$ cat config.mk
export PLATFORM = sky130hd
export DESIGN_NAME = id_ex_operand_latch
export DESIGN_NICKNAME = d
export VERILOG_FILES = /design/src/rtl/id_ex_operand_latch.sv
export SDC_FILE = /design/constraint.sdc
export NUM_CORES = 1
export LEC_CHECK = 0
export BUFFER_PORTS_ARGS = -buffer_cell sky130_fd_sc_hd__buf_2
export CORE_AREA = 4 4 141 143
export CTS_CLUSTER_SIZE = 20
export DETAILED_ROUTE_END_ITERATION = 8
export DIE_AREA = 0 0 145 147
export MAX_ROUTING_LAYER = met4
export PLACE_DENSITY = 0.76
export SETUP_SLACK_MARGIN = 0.02
export SYNTH_ARGS = -nofsm -noshare
export SYNTH_HDL_FRONTEND = slang
export SYNTH_SLANG_ARGS = --single-unit
$ cat constraint.sdc
create_clock -name clk -period 17.24 [get_ports clk]
set_clock_uncertainty 0.2 [all_clocks]
set_input_delay 5.172 -clock clk [delete_from_list [all_inputs] [get_ports clk]]
set_output_delay 5.172 -clock clk [all_outputs]
set_load 0.02 [all_outputs]
$ cat src/rtl/id_ex_operand_latch.sv
// id_ex_operand_latch
// Decode-to-execute pipeline register. Captures register-file read data and
// decoded fields. Bypasses same-cycle writeback data into the operands.
// Detects load-use hazards and inserts bubbles. Refreshes held operands from
// writeback while EX is stalled.
module id_ex_operand_latch #(
    parameter int DATA_WIDTH     = 32,
    parameter int REG_ADDR_WIDTH = 5,
    parameter int CTRL_WIDTH     = 8,
    parameter int MEMREAD_BIT    = 0
) (
    input  logic                      clk,
    input  logic                      reset,
    input  logic                      In_Valid,
    input  logic                      Stall,
    input  logic                      Flush,
    input  logic [REG_ADDR_WIDTH-1:0] Read_Reg_Num_1,
    input  logic [REG_ADDR_WIDTH-1:0] Read_Reg_Num_2,
    input  logic                      Uses_Rs1,
    input  logic                      Uses_Rs2,
    input  logic [DATA_WIDTH-1:0]     Read_Data_1,
    input  logic [DATA_WIDTH-1:0]     Read_Data_2,
    input  logic [REG_ADDR_WIDTH-1:0] Rd,
    input  logic [DATA_WIDTH-1:0]     Imm,
    input  logic [DATA_WIDTH-1:0]     PC,
    input  logic [CTRL_WIDTH-1:0]     Ctrl,
    input  logic                      WB_RegWrite,
    input  logic [REG_ADDR_WIDTH-1:0] WB_Reg_Num,
    input  logic [DATA_WIDTH-1:0]     WB_Data,
    output logic                      Hazard_Stall,
    output logic                      Ex_Valid,
    output logic [DATA_WIDTH-1:0]     Ex_Operand_1,
    output logic [DATA_WIDTH-1:0]     Ex_Operand_2,
    output logic [REG_ADDR_WIDTH-1:0] Ex_Rs1,
    output logic [REG_ADDR_WIDTH-1:0] Ex_Rs2,
    output logic [REG_ADDR_WIDTH-1:0] Ex_Rd,
    output logic [DATA_WIDTH-1:0]     Ex_Imm,
    output logic [DATA_WIDTH-1:0]     Ex_PC,
    output logic [CTRL_WIDTH-1:0]     Ex_Ctrl,
    output logic [15:0]               Bubble_Count
);

    localparam logic [REG_ADDR_WIDTH-1:0] REG_ZERO = {REG_ADDR_WIDTH{1'b0}};
    localparam logic [DATA_WIDTH-1:0]     DATA_ZERO = {DATA_WIDTH{1'b0}};
    localparam logic [CTRL_WIDTH-1:0]     CTRL_ZERO = {CTRL_WIDTH{1'b0}};
    localparam logic [15:0]               CNT_MAX   = 16'hFFFF;

    logic                      ex_valid_q, ex_valid_d;
    logic [DATA_WIDTH-1:0]     ex_op1_q, ex_op1_d;
    logic [DATA_WIDTH-1:0]     ex_op2_q, ex_op2_d;
    logic [REG_ADDR_WIDTH-1:0] ex_rs1_q, ex_rs1_d;
    logic [REG_ADDR_WIDTH-1:0] ex_rs2_q, ex_rs2_d;
    logic [REG_ADDR_WIDTH-1:0] ex_rd_q, ex_rd_d;
    logic [DATA_WIDTH-1:0]     ex_imm_q, ex_imm_d;
    logic [DATA_WIDTH-1:0]     ex_pc_q, ex_pc_d;
    logic [CTRL_WIDTH-1:0]     ex_ctrl_q, ex_ctrl_d;
    logic [15:0]               bubble_count_q, bubble_count_d;

    logic                      hazard_s;
    logic                      wb_hit_rs1_s;
    logic                      wb_hit_rs2_s;
    logic [DATA_WIDTH-1:0]     byp_op1_s;
    logic [DATA_WIDTH-1:0]     byp_op2_s;

    // Register zero reads as zero; a same-cycle writeback to a nonzero source
    // register wins over the stale register-file value.
    function automatic logic [DATA_WIDTH-1:0] bypass_operand(
        input logic [REG_ADDR_WIDTH-1:0] rs,
        input logic [DATA_WIDTH-1:0]     rf_data,
        input logic                      wb_we,
        input logic [REG_ADDR_WIDTH-1:0] wb_num,
        input logic [DATA_WIDTH-1:0]     wb_data
    );
        logic [DATA_WIDTH-1:0] result;
        if (rs == REG_ZERO) begin
            result = DATA_ZERO;
        end else if (wb_we && (wb_num == rs)) begin
            result = wb_data;
        end else begin
            result = rf_data;
        end
        return result;
    endfunction

    // Operand bypass for the load path and load-use hazard detection
    always_comb begin
        byp_op1_s = bypass_operand(Read_Reg_Num_1, Read_Data_1, WB_RegWrite, WB_Reg_Num, WB_Data);
        byp_op2_s = bypass_operand(Read_Reg_Num_2, Read_Data_2, WB_RegWrite, WB_Reg_Num, WB_Data);
        wb_hit_rs1_s = WB_RegWrite && (WB_Reg_Num != REG_ZERO) && (WB_Reg_Num == ex_rs1_q);
        wb_hit_rs2_s = WB_RegWrite && (WB_Reg_Num != REG_ZERO) && (WB_Reg_Num == ex_rs2_q);
        hazard_s = In_Valid && ex_valid_q && ex_ctrl_q[MEMREAD_BIT] && (ex_rd_q != REG_ZERO) &&
                   ((Uses_Rs1 && (ex_rd_q == Read_Reg_Num_1)) ||
                    (Uses_Rs2 && (ex_rd_q == Read_Reg_Num_2)));
        Hazard_Stall = hazard_s || Stall;
    end

    // Next-state selection with priority flush, stall, hazard bubble, load
    always_comb begin
        ex_valid_d     = ex_valid_q;
        ex_op1_d       = ex_op1_q;
        ex_op2_d       = ex_op2_q;
        ex_rs1_d       = ex_rs1_q;
        ex_rs2_d       = ex_rs2_q;
        ex_rd_d        = ex_rd_q;
        ex_imm_d       = ex_imm_q;
        ex_pc_d        = ex_pc_q;
        ex_ctrl_d      = ex_ctrl_q;
        bubble_count_d = bubble_count_q;
        if (Flush) begin
            ex_valid_d = 1'b0;
            ex_ctrl_d  = CTRL_ZERO;
        end else if (Stall) begin
            if (wb_hit_rs1_s) begin
                ex_op1_d = WB_Data;
            end else begin
                ex_op1_d = ex_op1_q;
            end
            if (wb_hit_rs2_s) begin
                ex_op2_d = WB_Data;
            end else begin
                ex_op2_d = ex_op2_q;
            end
        end else if (hazard_s) begin
            ex_valid_d = 1'b0;
            ex_ctrl_d  = CTRL_ZERO;
            if (bubble_count_q != CNT_MAX) begin
                bubble_count_d = bubble_count_q + 16'd1;
            end else begin
                bubble_count_d = bubble_count_q;
            end
        end else begin
            ex_valid_d = In_Valid;
            ex_op1_d   = byp_op1_s;
            ex_op2_d   = byp_op2_s;
            ex_rs1_d   = Read_Reg_Num_1;
            ex_rs2_d   = Read_Reg_Num_2;
            ex_rd_d    = Rd;
            ex_imm_d   = Imm;
            ex_pc_d    = PC;
            if (In_Valid) begin
                ex_ctrl_d = Ctrl;
            end else begin
                ex_ctrl_d = CTRL_ZERO;
            end
        end
    end

    // EX stage state registers with asynchronous clear
    always_ff @(posedge clk or posedge reset) begin
        if (reset) begin
            ex_valid_q     <= 1'b0;
            ex_op1_q       <= DATA_ZERO;
            ex_op2_q       <= DATA_ZERO;
            ex_rs1_q       <= REG_ZERO;
            ex_rs2_q       <= REG_ZERO;
            ex_rd_q        <= REG_ZERO;
            ex_imm_q       <= DATA_ZERO;
            ex_pc_q        <= DATA_ZERO;
            ex_ctrl_q      <= CTRL_ZERO;
            bubble_count_q <= 16'h0000;
        end else begin
            ex_valid_q     <= ex_valid_d;
            ex_op1_q       <= ex_op1_d;
            ex_op2_q       <= ex_op2_d;
            ex_rs1_q       <= ex_rs1_d;
            ex_rs2_q       <= ex_rs2_d;
            ex_rd_q        <= ex_rd_d;
            ex_imm_q       <= ex_imm_d;
            ex_pc_q        <= ex_pc_d;
            ex_ctrl_q      <= ex_ctrl_d;
            bubble_count_q <= bubble_count_d;
        end
    end

    assign Ex_Valid     = ex_valid_q;
    assign Ex_Operand_1 = ex_op1_q;
    assign Ex_Operand_2 = ex_op2_q;
    assign Ex_Rs1       = ex_rs1_q;
    assign Ex_Rs2       = ex_rs2_q;
    assign Ex_Rd        = ex_rd_q;
    assign Ex_Imm       = ex_imm_q;
    assign Ex_PC        = ex_pc_q;
    assign Ex_Ctrl      = ex_ctrl_q;
    assign Bubble_Count = bubble_count_q;

endmodule

# Word level (Yosys, flattened, before mapping)
# Cells that the tools add are included.
[classes]
mux = 17
n_div = 0
bitwise = 3
n_lt_le_gt_ge = 0
eq_ne = 11
n_reduce_logical = 21
shifts = 0
n_mul = 0
add_sub_neg = 1
[op_table]
columns = ["operator", "count"]
rows = [
  ["$mux W32", 10],
  ["$mux W8", 4],
  ["$eq A5 B5 Y1", 6],
  ["$add A16 B1 Y16 const B", 1],
  ["$ne A16 B16 Y1 const B", 1],
  ["$logic_and A1 B1 Y1", 11],
  ["$logic_not A5 Y1", 2],
  ["$reduce_bool A5 Y1", 2],
  ["$reduce_and A3 Y1", 3],
  ["$ne A2 B1 Y1 const B", 3],
  ["$reduce_and A4 Y1", 1],
  ["$mux W1", 3],
  ["$not A1 Y1", 3],
  ["$logic_or A1 B1 Y1", 2],
  ["$ne A2 B2 Y1 const B", 1],
]
[word_totals]
rom_bits = 0
regBits = 168
input_bits = 196
wordCells = 63
output_inout_bits = 169
memories = 0
ramBits = 0
latch_bits = 0

# Depth between registers and ports, before layout
[depth]
ltp_word = 7
depth_mapped = 8
mapped_depth_nobuf = 6

# Least setup slack after synthesis
# Ideal clock, no wire load.
[synth_path]
path_kind = "input to output"
startpoint = "in Read_Reg_Num_1[1]"
endpoint = "out Hazard_Stall"
arrival_time_ns = 5.846
path_slack_ns = 6.022
cell_stages = 4
required_ns = 11.868
path_buffers = 0
path_cell_list = "xnor2_1 > nand4_1 > o22ai_1 > a21o_1"
[synth_between]
elab_chain_cells = 5
[synth_rtl]
columns = ["element", "line_no", "rtl"]
rows = [
  ["start: declaration", "17", "input logic [REG_ADDR_WIDTH-1:0] Read_Reg_Num_1,"],
  ["$eq A5 B5 Y1", "92", "((Uses_Rs1 && (ex_rd_q == Read_Reg_Num_1)) ||"],
  ["$logic_and A1 B1 Y1", "92", ""],
  ["$logic_or A1 B1 Y1", "92", ""],
  ["$logic_and A1 B1 Y1", "91", "hazard_s = In_Valid && ex_valid_q && ex_ctrl_q[MEMREAD_BIT] && (ex_rd_q != REG_ZERO) &&"],
  ["$logic_or A1 B1 Y1", "94", "Hazard_Stall = hazard_s || Stall;"],
  ["end: declaration", "30", "output logic Hazard_Stall,"],
]
# Every way passes these cells.

# Worst setup path in the final report
# Same ends and word-level chain as after synthesis.

==> results.py <==
metrics = {
    "synthesis": {
        "synth-edff-count": 0,
        "synth_top_area_frac": 0.5381,
        "synth_nets": 738,
        "yosysMostFrequentCell": "dfrtp_1",
        "ys.warnings.count": 0,
        "yosys-top-cells-area": "dfrtp_1 54%, mux2_2 12%, mux2_4 12%",
        "yosys.area.top_type": "dfrtp_1",
        "synth_area_sq_um": 7812,
        "async_flop_share": 1.000,
        "synth_commonest_cells": "168 x dfrtp_1, 84 x mux2_2, 65 x a22o_1, 60 x mux2_4, 31 x xor2_1",
        "syn_inst": 541,
        "synthDistinctLibCells": 31,
        "ys_seq_area_frac": 0.5381,
        "synth_ff_type": "dfrtp_1",
        "ys_seq_elements": 168,
        "syn_area_per_cell_sq_um": 14.44,
    },
    "timing": {
        "min_period_over_period": 0.6798,
        "timing.hold.ws_ps": 288.3,
        "min_period_ps": 11720,
        "hold_viol_final": 0,
        "worstMarginPinSlew_ps": 1225,
        "fin_setup_tns_ps": 0,
        "setup_viol": 0,
        "max_freq_ghz": 0.08533,
        "rsz0062_at_grt": "no",
        "report.final.slew_viol_count": 0,
        "max_slew_margin": 0.1833,
    },
    "floorplanning": {
        "die_w_um": 145,
        "start_util": 0.4205,
        "fp-row-count": 50,
        "ioPinCount": 365,
        "die_h_um": 147,
        "die-area_sq_um": 21320,
        "core-area_sq_um": 18580,
    },
    "clock_network": {
        "cts_tree": "built",
        "clkSinkCount": 168,
        "root_buffer": "clkbuf_16",
        "clk_latency_ps": 420,
        "clockBufferDepth": 2,
        "numCtsBuffers": 17,
        "cts_resized": 0,
        "post-cts-setup-buffers": 0,
        "clk_pin_slew_ps": 60,
        "postCtsHoldBufs": 0,
        "htreeDepth": 4,
    },
    "placement": {
        "gp_congestion": 0.9161,
        "dp_hpwl_um": 16890,
        "port_buffers": 364,
    },
    "worst_setup_path": {
        "timing.rr.start": "Ex_Rd[4]",
        "r2r_setup_slack_ps": 14170,
        "worstPathRequired_ps": 11870,
        "path_delay_family": "compound AO/OA/AOI/OAI gates",
        "max_stage_delay_ps": 370,
        "crit_path_start_kind": "primary input",
        "rr_worst_depth": 6,
        "cp_num_buf_inv": 2,
        "crit_chain": "buf_2, xnor2_1, nand4_1, o22ai_1, a21o_1, buf_2",
        "reg2reg_to": "Ex_Imm[19]",
        "cpMostUsedCell": "buf_2",
        "crit_fanout": 4,
        "crit_slowest_cell": "o22ai_1",
        "worst_setup_path_end_kind": "output pin",
        "critPathArrivalTime_ps": 6350,
        "critPathKind": "primary input to output pin",
    },
    "cells_and_area": {
        "area_growth_pct": 32.21,
        "antenna_cells": 0,
        "drive_above_1_share": 0.6088,
        "ff_latch_area_sq_um": 4204,
        "multi_input_area_sq_um": 3336,
        "nets": 1089,
        "fill_cells": 1585,
    },
    "route": {
        "wl_per_cell_um": 19.85,
        "num_vias": 5908,
        "drc": 0,
        "viasPerCell": 5.187,
        "drt_first_pass_iters": 4,
        "first_iter_violations": 297,
        "routed_wirelength_um": 22610,
        "postRouteAntennaNets": 0,
    },
    "global_route": {
        "grt_pass1_wl_um": 35050,
        "grt_max_degree": 95,
        "antenna_found_initial": 0,
        "grt_overflow": 0,
        "grtUsageTotal": 0.2126,
        "grt_pass1_vias": 6363,
    },
    "min_path": {
        "min_path_type": "flop to flop",
        "min_path_cells": 1,
        "hold_path.startpoint": "Bubble_Count[14]",
        "hold-path-endpoint": "Bubble_Count[14]",
    },
    "pwr": {
        "peakVddDrop_mv": 0.06309,
        "p_leak_uw": 0.005300,
        "pwr_density_cell_nw_per_um2": 114.5,
    },
    "status": {
        "status": "finished, final reports clean",
    },
    "run": {
        "maxCapViolations": 0,
    },
}
## sequential cells by signal, indices dropped and copies added (netlist names)
name / cells
Bubble_Count: 16
Ex_Ctrl: 8
Ex_Imm: 32
Ex_Operand_1: 32
Ex_Operand_2: 32
Ex_PC: 32
Ex_Rd: 5
Ex_Rs1: 5
Ex_Rs2: 5
Ex_Valid: 1
## where the power goes
part | internal [uW] | switching, uW
registers | 450 | 34.9
logic | 133 | 161
clock network | 237 | 166
total | 820 | 362
## routing by layer
layer	part of all wire	track usage	vias to the layer above
li1	-	-	2673
met1	0.42	0.2585	2888
met2	0.48	0.3423	309
met3	0.080	0.06848	38
met4	0.021	0.06366	0
met5	0	-	-
## placed cells by master, fill, tap and decap left out
cell type | synthesis | final
buf_2 | 25 | 364
dfrtp_1 | 168 | 168
mux2_2 | 84 | 84
a22o_1 | 65 | 65
mux2_4 | 60 | 60
xor2_1 | 31 | 31
nor2_1 | 20 | 20
clkbuf_16 | 0 | 17
xnor2_1 | 14 | 14
nand3_1 | 11 | 11
a32o_1 | 8 | 8
nor3_1 | 7 | 7
nand4_1 | 6 | 6
nand2_1 | 6 | 6
inv_6 | 0 | 6
and3_1 | 4 | 4
buf_4 | 2 | 4
a21o_1 | 3 | 3
inv_1 | 4 | 3
bufinv_16 | 0 | 3
nor4_1 | 2 | 2
nor3b_4 | 0 | 2
a31o_4 | 2 | 2
inv_8 | 0 | 2
clkinv_4 | 0 | 2
o22ai_1 | 1 | 1
a21oi_1 | 1 | 1
a21boi_4 | 0 | 1
nor2b_1 | 1 | 1
or3_4 | 1 | 1
o311a_4 | 1 | 1
and2_1 | 1 | 1
ha_1 | 1 | 1
clkbuf_1 | 0 | 1
clkinvlp_4 | 0 | 1
clkbuf_8 | 0 | 1
## layout make-up
class | instances | area share
Tap cell | 234 | 0.02835
Clock inverter | 13 | 0.01757
Inverter | 4 | 0.001938
Sequential cell | 168 | 0.4070
Timing Repair Buffer | 368 | 0.1793
Clock buffer | 19 | 0.04288
Multi-Input combinational cell | 333 | 0.3230
## worst register-to-register path, cell delays in order (launching register included)
cell	delay, ps
dfrtp_1	480
xnor2_1	180
nand4_1	130
o22ai_1	170
a21boi_4	470
buf_4	810
mux2_2	530
## logic make-up after synthesis
group	count (synthesis)	share of synthesized area
DFF	168	0.5381
muxes	144	0.2364
AOI/OAI and AO/OA	82	0.09561
and+or+nand+nor	61	0.03988
xor gates and xnor gates	45	0.05045
buffers and inverters	40	0.03796
adders and majority gates	1	0.001601
## per-stage QoR
step                setup slack [ps]  cells  cell area (sq um)  total power, uW  utilization
floorplan                       6022    541               7812            675.2            -
global placement                5600   1107               9704            782.4       0.5223
detailed placement              5547   1107               9704            786.7       0.5223
CTS                             5538   1139              10330             1195       0.5559
global route                    5470   1139              10330             1238       0.5559
finish                          5520   1139              10330             1182       0.5559
## worst max-delay path by stage
stage | end | from | cells after the start | slack [ps]
2_1_floorplan | Hazard_Stall | Read_Reg_Num_1[1] | 4 | 6020
3_3_place_gp | Hazard_Stall | Read_Reg_Num_1[1] | 6 | 5600
3_5_place_dp | Hazard_Stall | Read_Reg_Num_1[1] | 6 | 5550
4_1_cts | Hazard_Stall | Read_Reg_Num_1[1] | 6 | 5540
5_1_grt | Hazard_Stall | Read_Reg_Num_1[1] | 6 | 5470
6_report | Hazard_Stall | Read_Reg_Num_1[1] | 6 | 5520
No activity file was read; power rests on OpenSTA's default activity.
